===== src/rtl/matrix_pkg.sv =====
// Shared types and constants for the matrix frame loader: FSM states,
// error codes and the default dimension limit.
package matrix_pkg;

   localparam int unsigned MAX_DIM_DEFAULT = 32;

   localparam logic [1:0] ERR_NONE  = 2'd0;
   localparam logic [1:0] ERR_SHORT = 2'd1;
   localparam logic [1:0] ERR_DIM   = 2'd2;
   localparam logic [1:0] ERR_COUNT = 2'd3;

   typedef enum logic [3:0] {
      IDLE,
      RD_ROWS,
      RD_COLS,
      CHECK,
      FETCH,
      LOAD,
      SEND,
      DONE,
      ERROR
   } state_t;

endpackage


===== src/rtl/matrix_frame_loader.sv =====
// Reads rows, cols and row-major elements from the number RAM, validates the
// header against the stored count and streams elements with row/col indices.
module matrix_frame_loader
   import matrix_pkg::*;
#(
   parameter int unsigned MAX_DIM    = MAX_DIM_DEFAULT,
   parameter int unsigned DIM_W      = 6,
   parameter int unsigned DATA_WIDTH = 32,
   parameter int unsigned ADDR_WIDTH = 11
) (
   input  logic                  clk,
   input  logic                  rst_n,
   input  logic                  clear,
   input  logic                  start,
   input  logic [10:0]           num_count,
   output logic [ADDR_WIDTH-1:0] rd_addr,
   input  logic [DATA_WIDTH-1:0] rd_data,
   output logic [DATA_WIDTH-1:0] elem_data,
   output logic [DIM_W-1:0]      elem_row,
   output logic [DIM_W-1:0]      elem_col,
   output logic                  elem_valid,
   output logic                  elem_last,
   input  logic                  elem_ready,
   output logic [DIM_W-1:0]      mat_rows,
   output logic [DIM_W-1:0]      mat_cols,
   output logic                  busy,
   output logic                  done,
   output logic                  error,
   output logic [1:0]            err_code
);

   localparam int unsigned CMP_W = 12;
   localparam logic signed [DATA_WIDTH-1:0] LP_ONE = DATA_WIDTH'(1);
   localparam logic signed [DATA_WIDTH-1:0] LP_MAX = DATA_WIDTH'(MAX_DIM);

   state_t                r_state, w_next;
   logic [10:0]           r_count;
   logic [ADDR_WIDTH-1:0] r_addr;
   logic [DATA_WIDTH-1:0] r_rows;
   logic [DIM_W-1:0]      r_mat_rows, r_mat_cols;
   logic [DIM_W-1:0]      r_row, r_col;
   logic [DATA_WIDTH-1:0] r_elem_data;
   logic [DIM_W-1:0]      r_elem_row, r_elem_col;
   logic                  r_last;
   logic [1:0]            r_err_code;
   logic [1:0]            w_chk;
   logic                  w_rows_bad, w_cols_bad, w_hs;
   logic [2*DIM_W-1:0]    w_prod;
   logic [CMP_W-1:0]      w_need;

   // Header check runs in CHECK, where rd_data carries the column count.
   always_comb begin
      w_rows_bad = ($signed(r_rows) < LP_ONE) || ($signed(r_rows) > LP_MAX);
      w_cols_bad = ($signed(rd_data) < LP_ONE) || ($signed(rd_data) > LP_MAX);
      w_prod     = {{DIM_W{1'b0}}, r_rows[DIM_W-1:0]} * {{DIM_W{1'b0}}, rd_data[DIM_W-1:0]};
      w_need     = CMP_W'(w_prod) + CMP_W'(2);
      w_chk      = ERR_NONE;
      if (r_count < 11'd3)
         w_chk = ERR_SHORT;
      else if (w_rows_bad || w_cols_bad)
         w_chk = ERR_DIM;
      else if (w_need != CMP_W'(r_count))
         w_chk = ERR_COUNT;
   end

   assign w_hs = (r_state == SEND) && elem_ready;

   always_comb begin
      w_next = r_state;
      case (r_state)
         IDLE, DONE, ERROR: if (start) w_next = RD_ROWS;
         RD_ROWS:           w_next = RD_COLS;
         RD_COLS:           w_next = CHECK;
         CHECK:             w_next = (w_chk != ERR_NONE) ? ERROR : FETCH;
         FETCH:             w_next = LOAD;
         LOAD:              w_next = SEND;
         SEND:              if (w_hs) w_next = r_last ? DONE : FETCH;
         default:           w_next = IDLE;
      endcase
   end

   always_ff @(posedge clk) begin
      if (!rst_n || clear)
         r_state <= IDLE;
      else
         r_state <= w_next;
   end

   always_ff @(posedge clk) begin
      if (!rst_n || clear) begin
         r_count     <= '0;
         r_addr      <= '0;
         r_rows      <= '0;
         r_mat_rows  <= '0;
         r_mat_cols  <= '0;
         r_row       <= '0;
         r_col       <= '0;
         r_elem_data <= '0;
         r_elem_row  <= '0;
         r_elem_col  <= '0;
         r_last      <= 1'b0;
         r_err_code  <= ERR_NONE;
      end else begin
         case (r_state)
            IDLE, DONE, ERROR: begin
               if (start) begin
                  r_count    <= num_count;
                  r_addr     <= '0;
                  r_err_code <= ERR_NONE;
               end
            end
            RD_ROWS: r_addr <= ADDR_WIDTH'(1);
            RD_COLS: begin
               r_rows     <= rd_data;
               r_mat_rows <= rd_data[DIM_W-1:0];
            end
            CHECK: begin
               r_mat_cols <= rd_data[DIM_W-1:0];
               if (w_chk != ERR_NONE) begin
                  r_err_code <= w_chk;
               end else begin
                  r_addr <= ADDR_WIDTH'(2);
                  r_row  <= '0;
                  r_col  <= '0;
               end
            end
            LOAD: begin
               r_elem_data <= rd_data;
               r_elem_row  <= r_row;
               r_elem_col  <= r_col;
               r_last      <= (r_row == r_mat_rows - DIM_W'(1)) &&
                              (r_col == r_mat_cols - DIM_W'(1));
            end
            SEND: begin
               if (w_hs && !r_last) begin
                  if (r_col == r_mat_cols - DIM_W'(1)) begin
                     r_col <= '0;
                     r_row <= r_row + DIM_W'(1);
                  end else begin
                     r_col <= r_col + DIM_W'(1);
                  end
                  r_addr <= r_addr + ADDR_WIDTH'(1);
               end
            end
            default: ;
         endcase
      end
   end

   assign rd_addr    = r_addr;
   assign elem_data  = r_elem_data;
   assign elem_row   = r_elem_row;
   assign elem_col   = r_elem_col;
   assign elem_last  = r_last;
   assign elem_valid = (r_state == SEND);
   assign mat_rows   = r_mat_rows;
   assign mat_cols   = r_mat_cols;
   assign busy       = (r_state != IDLE) && (r_state != DONE) && (r_state != ERROR);
   assign done       = (r_state == DONE);
   assign error      = (r_state == ERROR);
   assign err_code   = r_err_code;

endmodule


===== config.mk =====
export PLATFORM = sky130hd
export DESIGN_NAME = matrix_frame_loader
export DESIGN_NICKNAME = d
export VERILOG_FILES = /design/src/rtl/matrix_pkg.sv /design/src/rtl/matrix_frame_loader.sv
export SDC_FILE = /design/constraint.sdc
export NUM_CORES = 1
export LEC_CHECK = 0
export ABC_AREA = 0
export CAP_MARGIN = 20
export CELL_PAD_IN_SITES_DETAIL_PLACEMENT = 0
export CELL_PAD_IN_SITES_GLOBAL_PLACEMENT = 1
export CORE_MARGIN = 3
export CORE_UTILIZATION = 39
export CTS_CLUSTER_DIAMETER = 80
export DETAILED_ROUTE_END_ITERATION = 8
export PLACE_DENSITY_LB_ADDON = 0.15
export SYNTH_ARGS = -nofsm -noshare
export SYNTH_HDL_FRONTEND = slang
export SYNTH_SLANG_ARGS = --single-unit

===== constraint.sdc =====
create_clock -name clk -period 7.2 [get_ports clk]
set_clock_uncertainty 0.15 [all_clocks]
set_input_delay 1.44 -clock clk [delete_from_list [all_inputs] [get_ports clk]]
set_output_delay 1.44 -clock clk [all_outputs]
set_load 0.02 [all_outputs]

==> results.py <==
metrics = {
    "run_status": {
        "status": "finished clean",
    },
    "floorplan": {
        "die_width_um": 140,
        "std_cell_rows": 48,
        "coreArea_um2": 17500,
        "io_pins": 122,
        "start_util": 0.402,
        "die_h_um": 140,
        "dieArea_um2": 19600,
    },
    "timing": {
        "tightest_slew_ns": 1.11,
        "setup_tns_ns": 0,
        "hold_slack_ns": 0.303,
        "min_period_over_period": 0.912,
        "drv_slew": 0,
        "fmax_mhz": 152,
        "setup_violations": 0,
        "layout_min_cycle_time_ns": 6.56,
        "rsz0062_at_grt": "false",
        "hold_viol": 0,
        "slew-limit-headroom": 0.261,
    },
    "setup_path": {
        "crit_path_max_fanout": 8,
        "crit_type": "input port to flip-flop",
        "crit_required_ns": 7.40,
        "endpoint_kind": "flip-flop",
        "arrival_ns": 6.76,
        "start_kind": "input port",
        "reg2reg_depth": 14,
    },
    "cts": {
        "cts-root-buf": "clkbuf_16",
        "clk_latency_ns": 0.42,
        "tritoncts": "done",
        "clkTransAtPathRegs_ns": 0.06,
        "post_cts_resized": 0,
        "cts_made_buffers": 17,
        "post-cts-setup-buffers": 0,
        "hold_buffers": 0,
        "cts_buffer_depth": 2,
        "htreeDepth": 4,
        "cts.sinks": 123,
    },
    "route": {
        "routed_wl_um": 20300,
        "drtIter0Drc": 330,
        "ant_nets": 0,
        "drc": 0,
        "via_count": 6475,
        "vias_per_cell": 5.32,
        "wl_per_cell_um": 16.7,
        "dr.pass1.iters": 5,
    },
    "power": {
        "p_switching_mw": 0.409,
        "ir_worst_vdd_uv": 157,
        "power.density_nw_per_um2": 182,
        "pwr-share-clk": 0.495,
        "leakagePower_nw": 3.11,
        "p_int_mw": 1.23,
        "p_sw_frac": 0.250,
        "pwr-share-seq": 0.424,
        "comb_power_share": 0.082,
        "p_total_mw": 1.63,
    },
    "placement": {
        "portBuffers": 121,
        "place_congestion": 0.849,
        "dp_hpwl_um": 14600,
    },
    "grt": {
        "antenna_found_initial": 0,
        "grt_max_degree": 73,
        "globalRouteTotalUtil": 0.210,
        "grt_overflow": 0,
        "grt_pass1_vias": 6272,
        "grt_pass1_wl_um": 33600,
    },
    "synth": {
        "synth-async-reset-ratio": 0,
        "ys_seq_area_frac": 0.351,
        "ys_types": 54,
        "synthCells": 888,
        "yosysWarnings": 0,
        "synthesis.area_um2": 7020,
        "synth_edf_count": 0,
        "syn_avg_cell_area_um2": 7.90,
        "syn_nets": 978,
        "synth-seq-cells": 123,
        "synthFlopType": "dfxtp_1",
    },
    "cells_and_area": {
        "drive_gt1_frac": 0.0585,
        "layout_common_cells": "nand2_1, dfxtp_1, clkdlybuf4s50_1, a21oi_1, inv_1",
        "layout_commonest_cell": "nand2_1",
        "area_delta_synth_final_pct": 27.9,
        "layout.nets": 1070,
        "postLayoutCoreUtil": 0.514,
        "antenna_cells": 0,
    },
    "hold_path": {
        "holdCritPathClass": "flip-flop to flip-flop",
        "whs_path_depth": 2,
    },
    "job": {
        "maxCapViolCount": 0,
    },
}
[worst paths after layout]
check / startpoint / to / slack [ns]
setup / recovery: rd_data[5] / rd_addr[9] / 0.64
setup reg to reg: r_rows[3] / rd_addr[9] / 1.53
hold / removal: elem_data[23] / elem_data[23] / 0.30
hold reg to reg: elem_data[23] / elem_data[23] / 0.30
[per-stage QoR]
step / setup WS, ns / instances / instance area, um^2
global placement: 0.285 / 1184 / 8370
finish: 0.636 / 1217 / 8980
CTS: 0.629 / 1216 / 8950
detailed placement: 0.191 / 1185 / 8390
floorplan: 1.07 / 888 / 7020
global route: 0.363 / 1217 / 8980
[cells in the mapped netlist, types with 9 or more instances]
cell type / number / area share
nor2_1: 34 / 0.018
nor3_1: 12 / 0.0086
mux2i_1: 25 / 0.036
nand4_1: 15 / 0.013
xor2_1: 10 / 0.012
ha_1: 24 / 0.043
inv_1: 37 / 0.020
o21ai_0: 13 / 0.0093
dfxtp_1: 123 / 0.35
nand3_1: 18 / 0.013
xnor2_1: 21 / 0.026
o211ai_1: 20 / 0.021
fa_1: 18 / 0.051
nand2_1: 211 / 0.11
and2_1: 18 / 0.016
a21oi_1: 111 / 0.079
a211oi_1: 9 / 0.0096
nor4_1: 29 / 0.026
clkbuf_1: 53 / 0.028
[logic make-up (layout without fill, tap and decap cells)]
kind of cell	after synthesis	in the layout	share of synthesized area
buffers and inverters	100	204	0.0581
muxes	25	25	0.0357
DFF	123	123	0.351
AOI/OAI and AO/OA	189	189	0.170
and+or+nand+nor	377	377	0.249
xor gates and xnor gates	32	32	0.0419
adders and majority gates	42	42	0.0941
[state kept, by name, summed over array words and instances (netlist names)]
register,cells
r_row,6
elem_col,6
r_col,6
rd_addr,11
mat_cols,6
r_state,4
r_count,11
elem_data,32
err_code,2
r_rows,32
elem_row,6
elem_last,1
[critical path: stages]
cell             delay (ns)
clkdlybuf4s50_1        0.59
nand2_1                0.12
fa_1                   0.52
fa_1                   0.51
fa_1                   0.54
inv_1                  0.04
ha_1                   0.35
xnor3_1                0.29
nand4_1                0.15
or4_4                  0.56
a2111oi_4              0.45
nand4_2                0.35
buf_4                  0.28
a2111oi_4              0.35
mux2i_1                0.21
[final cells by class]
class	count	area, um^2
Clock buffer	18	439
Clock inverter	13	120
Fill cell	1736	8500
Inverter	37	139
Multi-Input combinational cell	665	4170
Sequential cell	123	2460
Tap cell	225	282
Timing Repair Buffer	136	1360
[metal layers]
metal  vias up  global-route usage  wire length, um
met5         -                   0                0
met4         0              0.0525              197
met3        13              0.0580             1140
met2       154               0.339             9380
met1      3042               0.280             9550
li1       3266                   -                -
[power by group through the flow]
| stage | sequential, mW | combinational [mW] | clock, mW |
|---|---|---|---|
| after floorplan | 0.704 | 0.0739 | 0 |
| after global placement | 0.708 | 0.133 | 0 |
| after detailed placement | 0.708 | 0.133 | 0 |
| after CTS | 0.693 | 0.134 | 0.830 |
| after global routing | 0.693 | 0.147 | 0.863 |
| final | 0.693 | 0.133 | 0.809 |
No activity file was read; power rests on OpenSTA's default activity.
